[config.mk]
export PLATFORM = sky130hd
export DESIGN_NAME = instr_loader
export DESIGN_NICKNAME = d
export VERILOG_FILES = /design/src/rtl/instr_loader.sv
export SDC_FILE = /design/constraint.sdc
export NUM_CORES = 1
export LEC_CHECK = 0
export BUFFER_PORTS_ARGS = -buffer_cell sky130_fd_sc_hd__buf_2
export CAP_MARGIN = 20
export CORE_AREA = 8 8 75 93
export CTS_CLUSTER_SIZE = 24
export DETAILED_ROUTE_END_ITERATION = 7
export DIE_AREA = 0 0 83 101
export PLACE_DENSITY = 0.82
export SLEW_MARGIN = 20
export SYNTH_ARGS = -nofsm -noshare
export SYNTH_HDL_FRONTEND = slang
export SYNTH_SLANG_ARGS = --single-unit
export TNS_END_PERCENT = 10
[constraint.sdc]
create_clock -name clock -period 2.88 [get_ports clock]
set_clock_uncertainty 0.1 [all_clocks]
set_input_delay 0.288 -clock clock [delete_from_list [all_inputs] [get_ports clock]]
set_output_delay 0.288 -clock clock [all_outputs]
set_load 0.02 [all_outputs]
[src/rtl/instr_loader.sv]
// Boot instruction loader: streams 32-bit words into consecutive instruction-memory
// addresses until END_MARKER. Optional checksum word via `LOADER_CHECKSUM_EN.
module instr_loader #(
   parameter int unsigned           ADDR_WIDTH = 8,
   parameter logic [ADDR_WIDTH-1:0] START_ADDR = '0,
   parameter logic [31:0]           END_MARKER = 32'hFFFF_FFFF
) (
   input  logic                  clock,
   input  logic                  reset,
   input  logic                  start,
   input  logic                  in_valid,
   input  logic [31:0]           in_data,
   output logic                  in_ready,
   output logic                  mem_we,
   output logic [ADDR_WIDTH-1:0] mem_addr,
   output logic [31:0]           mem_wdata,
   output logic [ADDR_WIDTH:0]   word_count,
   output logic                  boot_done,
   output logic                  cpu_run,
   output logic                  load_error
);

   typedef enum logic [2:0] {
      S_IDLE  = 3'd0,
      S_LOAD  = 3'd1,
`ifdef LOADER_CHECKSUM_EN
      S_CHECK = 3'd2,
`endif
      S_DONE  = 3'd3,
      S_ERROR = 3'd4
   } state_t;

   state_t                state, state_nxt;
   logic [ADDR_WIDTH-1:0] ptr;
   logic                  accept;
   logic                  is_marker;
   logic                  full;
   logic                  write_en;

   assign accept    = in_valid & in_ready;
   assign is_marker = (in_data == END_MARKER);
   // word_count reaches 2^ADDR_WIDTH exactly when its top bit sets.
   assign full      = word_count[ADDR_WIDTH];
   assign write_en  = accept && (state == S_LOAD) && !is_marker && !full;

`ifdef LOADER_CHECKSUM_EN
   logic [31:0] checksum;

   always_ff @(posedge clock or posedge reset) begin
      if (reset) begin
         checksum <= '0;
      end else if (state == S_IDLE && start) begin
         checksum <= '0;
      end else if (write_en) begin
         checksum <= checksum + in_data;
      end
   end
`endif

   // NOTE: all sequential state uses non-blocking assignments so every register
   // samples the pre-edge values, independent of block ordering.
   always_ff @(posedge clock or posedge reset) begin
      if (reset) begin
         state <= S_IDLE;
      end else begin
         state <= state_nxt;
      end
   end

   always_comb begin
      // NOTE: default assignment first so no path leaves state_nxt unassigned
      // (which would otherwise infer a latch).
      state_nxt = state;
      case (state)
         S_IDLE: begin
            if (start) state_nxt = S_LOAD;
         end
         S_LOAD: begin
            if (accept) begin
               if (is_marker) begin
`ifdef LOADER_CHECKSUM_EN
                  state_nxt = S_CHECK;
`else
                  state_nxt = S_DONE;
`endif
               end else if (full) begin
                  state_nxt = S_ERROR;
               end
            end
         end
`ifdef LOADER_CHECKSUM_EN
         S_CHECK: begin
            if (accept) state_nxt = (in_data == checksum) ? S_DONE : S_ERROR;
         end
`endif
         default: state_nxt = state;
      endcase
   end

   always_comb begin
      in_ready   = 1'b0;
      boot_done  = 1'b0;
      cpu_run    = 1'b0;
      load_error = 1'b0;
      case (state)
         S_LOAD:  in_ready = 1'b1;
`ifdef LOADER_CHECKSUM_EN
         S_CHECK: in_ready = 1'b1;
`endif
         S_DONE: begin
            boot_done = 1'b1;
            cpu_run   = 1'b1;
         end
         S_ERROR: load_error = 1'b1;
         default: in_ready = 1'b0;
      endcase
   end

   // Write port is registered: a word accepted at edge N is written during cycle N+1.
   always_ff @(posedge clock or posedge reset) begin
      if (reset) begin
         ptr        <= START_ADDR;
         word_count <= '0;
         mem_we     <= 1'b0;
         mem_addr   <= '0;
         mem_wdata  <= '0;
      end else begin
         mem_we <= write_en;
         if (state == S_IDLE && start) begin
            ptr        <= START_ADDR;
            word_count <= '0;
         end else if (write_en) begin
            ptr        <= ptr + 1'b1;
            word_count <= word_count + 1'b1;
            mem_addr   <= ptr;
            mem_wdata  <= in_data;
         end
      end
   end

endmodule
# Word level (Yosys, flattened, before mapping)
# Cells that the tools add are included.
[totals]
elab_cells = 40
regBits = 61
out_inout_bits = 54
input_bits = 36
[classes]
n_mux = 12
bitwise = 2
reduce_logical = 11
n_eq_ne = 7
addsub = 2
[ops]
columns = ["operator", "n"]
rows = [
  ["32-bit equality test, second input constant", 1],
  ["9-bit two-way mux", 2],
  ["8-bit two-way mux", 2],
  ["3-bit two-way mux", 4],
  ["9-bit by 1-bit adder with 9-bit output, second input constant", 1],
  ["8-bit by 1-bit adder with 8-bit output, second input constant", 1],
  ["3-bit one-hot mux with 2 select lines", 1],
  ["1-bit logical AND", 4],
  ["2-bit != test, second input constant", 2],
  ["4-bit AND reduction", 1],
  ["2-bit nonzero test", 2],
  ["3-bit by 1-bit equality test with 1-bit output, second input constant", 1],
  ["3-bit by 2-bit equality test with 1-bit output, second input constant", 1],
  ["3-bit equality test, second input constant", 1],
  ["3-bit logical NOT", 1],
  ["1-bit two-way mux", 3],
  ["3-bit != test, second input constant", 1],
  ["1-bit logical NOT", 2],
  ["2-bit AND reduction", 1],
  ["1-bit bitwise AND", 1],
  ["1-bit NOT", 1],
]

# Depth between registers and ports, before layout
# Gate-level depths: netlist (run 1).
[depth]
depth_word = 8
mapped_depth = 5
depth_no_buf = 5

# Least setup slack after synthesis (run 1)
# Ideal clock, no wire load.
[synth_path]
path_type = "flip-flop to flip-flop"
from = "register state[1]"
to = "register mem_addr[0]"
setup_time_ps = 125
slack_ps = 721
required_ps = 2655
n_path_buf = 1
t_arrival_ps = 1934
period_less_slack_ps = 2159
path_stages_with_launch = 6
cell_sequence = "dfrtp_1 > nor3b_4 > nand2_4 > a211oi_4 > buf_8 > mux2_4"
[synth_via]
elab_chain_cells = 7
elab_cells_between_ends = 10
cone_classes = "eq/ne: 1; mux: 1; bitwise: 2; reduce/logical: 6"
[synth_lines]
columns = ["item", "line", "rtl"]
rows = [
  ["start, declared", "33", "state_t state, state_nxt;"],
  ["start signal, assigned", "66", "state <= state_nxt;"],
  ["3-bit by 1-bit equality test with 1-bit output", "105", "case (state)"],
  ["1-bit two-way mux", "105", ""],
  ["named net in_ready", "13", "output logic in_ready,"],
  ["1-bit bitwise AND", "40", "assign accept = in_valid & in_ready;"],
  ["1-bit logical AND (3 in a row)", "44", "assign write_en = accept && (state == S_LOAD) && !is_marker && !full;"],
  ["2-bit AND reduction (no source line)", "-", ""],
  ["end signal, assigned", "135", "mem_addr <= ptr;"],
  ["end, declared", "15", "output logic [ADDR_WIDTH-1:0] mem_addr,"],
]
# The timed path passes the listed nets, and every way through them passes these cells.
# A chain may end at the register's enable or synchronous reset.

# Worst setup path in the final report (run 1)
[layout_path]
from = "register state[1]"
to = "register mem_wdata[23]"
[layout_via]
elab_chain_cells = 7
elab_cells_between_ends = 10
cone_classes = "eq/ne: 1; mux: 1; bitwise: 2; reduce/logical: 6"
[layout_lines]
columns = ["item", "line", "rtl"]
rows = [
  ["3-bit by 1-bit equality test with 1-bit output", "44, 105", ""],
  ["1-bit two-way mux", "105", ""],
  ["1-bit bitwise AND", "40", ""],
  ["1-bit logical AND (3 in a row)", "44", ""],
  ["2-bit AND reduction (no source line) (*)", "-", ""],
  ["end signal, assigned", "136", "mem_wdata <= in_data;"],
  ["end, declared", "16", "output logic [31:0] mem_wdata,"],
]
# Every way passes the cells marked *; elsewhere a longest branch is shown, timed or not.

==> results.md, run 1 <==
* CP arrival at 2.14 ns
* Top cells by count, synth: dfrtp_1 (61), mux2_4 (35), nand2_1 (20), mux2i_1 (16), nand4_1 (13)
* Async SR Flop Fraction at 1.000
* Worst-skew pair later-pin latency at 0.33 ns
* Number of enable flip-flop cells after synthesis at 0
* Vias in the first global route at 2251
* Total Power at 2.781 mW
* Buffers added on ports at 89
* Max Slew Vio Count at 0
* Share of layout cells above drive strength 1 at 0.5113
* Routed Antenna Nets at 0
* Worst Path Max Fanout at 45
* Synthesis Warnings at 0
* Largest net degree at the start of global routing at 46
* Setup CP Type: reg2reg
* Top-count cell post-synth: dfrtp_1
* Max-Slew Margin vs Limit at 0.5206
* First-pass GRT wire length at 10900 um
* Sequential share of power at 0.432
* Initial Utilization at 0.5175
* Max cap viols at 0
* Sw frac at 0.3279
* Final Hold Vio Count at 0
* Post-layout net count at 344
* DRT Pass-1 Iters at 6
* Hold Path Class: in2reg
* I/O Pins at 90
* Setup TNS Final at 0 ns
* Root buffer cell: clkbuf_8
* Required @ worst endpoint at 2.99 ns
* Register area share after synthesis at 0.5245
* Count of unique library cells instantiated by Yosys at 35
* CTS H-tree depth at 3
* # diodes at 0
* Worst path top cell family by delay: flip-flops
* Main flop type after synthesis: dfrtp_1
* Synth Register Bits at 61
* Buf/Inv on CP at 1
* Post-Syn Area at 0.002910 sq mm
* Rows at 31
* Clock Path Buffers at 2
* Final Wtd Congestion at 0.7728
* Initial antenna violation count at 0
* TritonCTS clock tree: built
* VDD IR max at 416.7 uV
* Drt total wl at 6421 um
* Net switching power at 0.9122 mW
* Clk sink count at 61
* Final critical-path share of the clock period at 0.7020
* Synth Instances at 210
* Status: finished, final reports clean
* Worst hold path depth at 2
* Combinational group share of total power at 0.284
* Worst-path clk slew at 0.07 ns
* Average wire per standard cell at 17.03 um
* Vias per Instance at 5.401
* Crit-path cells: nor3b_4, nand2_4, a211oi_4, buf_12, mux2_2
* Fin Hold WS at 0.1031 ns
* Area growth, synth to finish at 24.51%
* Leakage power at 1.851 nW
* Worst Setup End Kind: register
* Die area at 0.008383 sq mm
* CTS buffer count at 9
* Fillcell total at 449
* PD cells at 767.6 mW/mm^2
* Synth area leaders: dfrtp_1 (52%), mux2_4 (18%), mux2i_1 (5.5%), nand4_1 (2.8%), nand2_1 (2.6%)
* DRC at 0
* Mean Syn Cell Area at 13.86 sq um
* Global-route usage over all layers at 0.1602
* Worst Reg-to-Reg Cells at 5
* Fmax at 494.6 MHz
* Clock power frac at 0.284
* Number of setup buffers added after CTS at 0
* DR iter-0 viols at 66
* Overflow after GRT at 0
* Via Count at 2036
* Leading area contributor after synthesis: dfrtp_1
* Worst path max stage delay at 0.45 ns
* Critical-path top delay cell: dfrtp_1
* Std-Cell Core Area at 0.005624 sq mm
* CP Depth at 5
* Final core occ at 0.6443
* Post-DP HPWL at 4756 um
* Die Wd at 83 um
* Setup violators final at 0
* Tmin final at 2.022 ns
* RSZ-0062 raised after global routing: false
* Worst-margin pin slew at 0.7009 ns
* Net count after synthesis at 248
* Die Y at 101 um
* Type of origin of the critical path: register
* Internal at 1.869 mW
* Synth top area share at 0.5245
cell families after synthesis:
family,Yosys count,share of synthesized area
adder cells (fa/ha/maj),2,0.008597
multiplexers,56,0.2549
AO/OA/AOI/OAI,18,0.04514
flip-flops,61,0.5245
buffers and inverters,15,0.03740
AND/OR/NAND/NOR,58,0.1294
power groups by stage:
stage	sequential [mW]	combinational, mW	clock [mW]
2_1_floorplan	1.36	0.378	0
3_3_place_gp	1.21	0.771	0
3_5_place_dp	1.22	0.799	0
4_1_cts	1.20	0.806	0.808
5_1_grt	1.24	0.869	0.846
6_report	1.20	0.790	0.789
cell type report:
type | count | area (sq um) | share of cell area
well taps | 66 | 82.58 | 0.02279
clock buffers | 13 | 168.9 | 0.04662
inverters | 4 | 15.01 | 0.004144
multi-input cells | 134 | 1275 | 0.3519
flip-flops and latches | 61 | 1526 | 0.4213
clock inverters | 3 | 42.54 | 0.01174
repair buffers | 96 | 513.0 | 0.1416
cell usage in the layout (no fill, tap or decap), types with 3 or more instances in the layout:
cell	count
nand4_1	13
mux2_2	5
nand2b_1	7
mux2_4	35
buf_2	89
mux2i_1	16
inv_1	3
buf_4	5
a2111oi_0	4
a21oi_1	8
dfrtp_1	61
clkbuf_8	12
nand2_1	20
sequential cells by signal (all words and copies together), names as in the netlist:
register / count
ptr: 8
mem_we: 1
mem_addr: 8
word_count: 9
state: 3
mem_wdata: 32
worst paths after layout:
check | endpoint | slack, ns | from
max in group asynchronous | mem_wdata[6] | 1.55 | reset
worst max-delay path | mem_wdata[23] | 0.86 | state[1]
worst min-delay path | mem_wdata[3] | 0.10 | in_data[3]
min in group asynchronous | ptr[5] | 0.45 | reset
worst min register to register | ptr[7] | 0.38 | ptr[7]
worst max register to register | mem_wdata[23] | 0.86 | state[1]
routing by layer:
layer,global-route usage,routed length [um]
met5,0,0
met4,0.05827,92
met3,0.06796,488
met2,0.2662,3290
met1,0.1789,2550
stage by stage:
step           worst slack [ns]  instances  area, sq um
6_report                 0.8582        377         3623
5_1_grt                  0.7638        377         3623
4_1_cts                  0.8394        377         3623
3_5_place_dp             0.8452        360         3402
3_3_place_gp             0.8638        360         3402
2_1_floorplan            0.7206        210         2910
what timing repair did:
action | 4_1_cts | 5_1_grt
gates resized for setup | 0 | 0
endpoints found under the setup margin | 0 | 0
endpoints found under the hold margin | 24 | 0
hold buffers | 1 | 0
(Power assumes the default switching activity.)
==> run 2, diff against run 1 <==
ABC_AREA = 1   (was unset)
CORE_AREA = 8 8 77 96   (was 8 8 75 93)
DIE_AREA = 0 0 85 104   (was 0 0 83 101)
PLACE_DENSITY = 0.78   (was 0.82)
clock period = 2.1 ns   (was 2.88 ns; I/O delays follow)
==> run 2 against run 1 <==
Critical path depth grew 7. Sequential power is essentially flat. Register-to-register slack lost 0.52 ns. Final area grew 9.9%. Routed wire length grew 27%. Sequential share of layout area shrank 3.8 points. Flip-flop and latch count is the same. Final cell count grew 55%. Hold slack lost 0.091 ns.
==> results.md, run 2 <==
* DRT Pass-1 Iters at 5
* Max Slew Vio Count at 0
* Worst Path Max Fanout at 21
* Synth top area share at 0.5252
* Worst Reg-to-Reg Cells at 8
* Clock Path Buffers at 2
* Final Wtd Congestion at 0.8348
* Synth area leaders: dfrtp_1 (53%), nand2_1 (26%), nand3_1 (4.3%), nor2_1 (4.1%), inv_1 (2.3%)
* Global-route usage over all layers at 0.1918
* Clock power frac at 0.478
* Synth Instances at 388
* Largest Register: mem_wdata
* TritonCTS clock tree: built
* Average wire per standard cell at 14.02 um
* Initial antenna violation count at 0
* Async SR Flop Fraction at 1.000
* CTS buffer count at 9
* Crit-path cells: dlygate4sd3_1, buf_2, nand2_1, nor2_1, nand2_1, nor2_1, nand2_1, nand3_2, buf_6, buf_6, nand3_1, nand2_1
* Top cells by count, synth: nand2_1 (199), dfrtp_1 (61), nor2_1 (32), nand3_1 (25), inv_1 (18)
* Initial Utilization at 0.4872
* Buffers added on ports at 89
* Main flop type after synthesis: dfrtp_1
* Synthesis Warnings at 0
* RSZ-0062 raised after global routing: false
* Leading area contributor after synthesis: dfrtp_1
* Mean Syn Cell Area at 7.491 sq um
* Fmax at 532.9 MHz
* Combinational group share of total power at 0.055
* Worst Setup End Kind: register
* Largest net degree at the start of global routing at 40
* Number of setup buffers added after CTS at 0
* Min-delay src: in_data[30]
* Worst-margin pin slew at 0.4985 ns
* Status: finished, final reports clean
* Routed Antenna Nets at 0
* Register-to-register setup slack at 0.34 ns
* Number of enable flip-flop cells after synthesis at 0
* Top-count cell post-synth: nand2_1
* Drt total wl at 8173 um
* Tmin final at 1.876 ns
* Sw frac at 0.2143
* PD cells at 633.5 mW/mm^2
* Overflow after GRT at 0
* Most frequent CP cell: nand2_1
* Top flop regs: mem_wdata: 32 flops, word_count: 9 flops
* Net count after synthesis at 426
* R2r startpoint: state[1]
* DR iter-0 viols at 168
* Final instance area at 0.003983 sq mm
* Hold Path Sink: mem_wdata[30]
* Post-DP Area at 0.003425 sq mm
* Die Wd at 85 um
* Post-layout net count at 548
* Area growth, synth to finish at 37.02%
* I/O Pins at 90
* Worst path max stage delay at 0.54 ns
* Sequential share of power at 0.466
* Max cap viols at 0
* Via Count at 2960
* Hold Path Class: in2reg
* Vias per Instance at 5.077
* Reg-to-Reg End: mem_wdata[8]
* Setup CP Type: in2reg
* Root buffer cell: clkbuf_8
* Share of layout cells above drive strength 1 at 0.2330
* Clk sink count at 61
* Synth Register Bits at 61
* Post-Syn Area at 0.002907 sq mm
* CP arrival at 2.06 ns
* CTS H-tree depth at 3
* VDD IR max at 505.6 uV
* Max FFs per register at 32
* Die Y at 104 um
* Die area at 0.008840 sq mm
* Critical-path top delay cell: dlygate4sd3_1
* Setup TNS Final at 0 ns
* Final critical-path share of the clock period at 0.8935
* Internal at 1.982 mW
* Net switching power at 0.5406 mW
* Count of unique library cells instantiated by Yosys at 21
* Rows at 32
* Final Hold Vio Count at 0
* First-pass GRT wire length at 13830 um
* # diodes at 0
* Vias in the first global route at 2999
* Setup violators final at 0
* Std-Cell Core Area at 0.005966 sq mm
* Type of origin of the critical path: input port
* Worst hold path depth at 3
* Leakage power at 2.289 nW
* Required @ worst endpoint at 2.28 ns
* Post-DP HPWL at 5472 um
* Commonest non-fill, non-tap cells in the layout: nand2_1 (198), buf_2 (89), dfrtp_1 (61)
* Commonest non-fill, non-tap cell in the layout: nand2_1
* Worst-path clk slew at 0.07 ns
* DRC at 0
* Worst-skew pair later-pin latency at 0.34 ns
* Max-Slew Margin vs Limit at 0.6672
* Register area share after synthesis at 0.5252
-- run 2: changes by cell type in the layout (fill, tap and decap cells not counted), sizes merged, moves of 8 or more --
cell,change
mux2i,-16
nand4,-9
inv,+18
nand3,+24
nor2,+33
dlygate4sd3,+30
mux2,-40
nor3,+8
nand2,+178
-- run 2: layer usage --
metal,up-vias,wire length [um],global-route usage
met4,0,210,0.09706
li1,1444,-,-
met5,-,0,0
met1,1389,3264,0.2138
met2,109,4075,0.3169
met3,18,623,0.06324
-- run 2: critical path: cells and delay by family --
| kind | cells | cell delay, ns |
|---|---|---|
| simple gates | 8 | 0.75 |
| buf+inv | 4 | 1.08 |
-- run 2: final cells by class --
class | instances | area [sq um]
clock buffers | 11 | 151.4
clock inverters | 5 | 81.33
fillers | 470 | 1983
inverters | 21 | 78.83
multi-input cells | 291 | 1226
flip-flops and latches | 61 | 1526
well taps | 68 | 85.08
repair buffers | 126 | 833.3
-- run 2: metrics by stage --
stage	hold slack (ns)	power (mW)	utilization	worst slack, ns	cells
after floorplan	0.2196	1.233	-	0.2770	388
after global placement	0.1646	1.290	0.5740	0.2963	536
after detailed placement	0.1685	1.292	0.5740	0.2546	536
after CTS	0.0001879	2.541	0.6634	0.05734	582
after global routing	0.01639	2.609	0.6676	0.05405	583
final	0.01206	2.523	0.6676	0.2236	583
-- run 2: worst max-delay path by stage --
stage,from,to
final,in_data[27],ptr[6]
after global routing,in_data[27],ptr[5]
after CTS,in_data[1],word_count[4]
after detailed placement,state[1],word_count[3]
after global placement,in_data[5],word_count[7]
after floorplan,reset,mem_addr[0]
-- run 2: power by group through the flow --
stage               logic [mW]  registers, mW  clock network (mW)
floorplan               0.0347           1.20                   0
global placement        0.0914           1.20                   0
detailed placement      0.0929           1.20                   0
CTS                      0.137           1.18                1.23
global route             0.156           1.18                1.28
finish                   0.140           1.18                1.21
-- run 2: kinds of logic (layout without fill, tap and decap cells) --
| group | Yosys count | after routing | share of synthesized area |
|---|---|---|---|
| compound gates | 14 | 14 | 0.02410 |
| xor+xnor | 2 | 2 | 0.006028 |
| fa+ha+maj | 2 | 2 | 0.008608 |
| buf+inv | 36 | 163 | 0.05553 |
| flops | 61 | 61 | 0.5252 |
| simple gates | 273 | 273 | 0.3805 |
-- run 2: repair_timing --
item | 4_1_cts | 5_1_grt
endpoints found under the hold margin | 51 | 1
resized for setup | 0 | 4
setup endpoints to repair | 0 | 23
hold buffers | 30 | 1
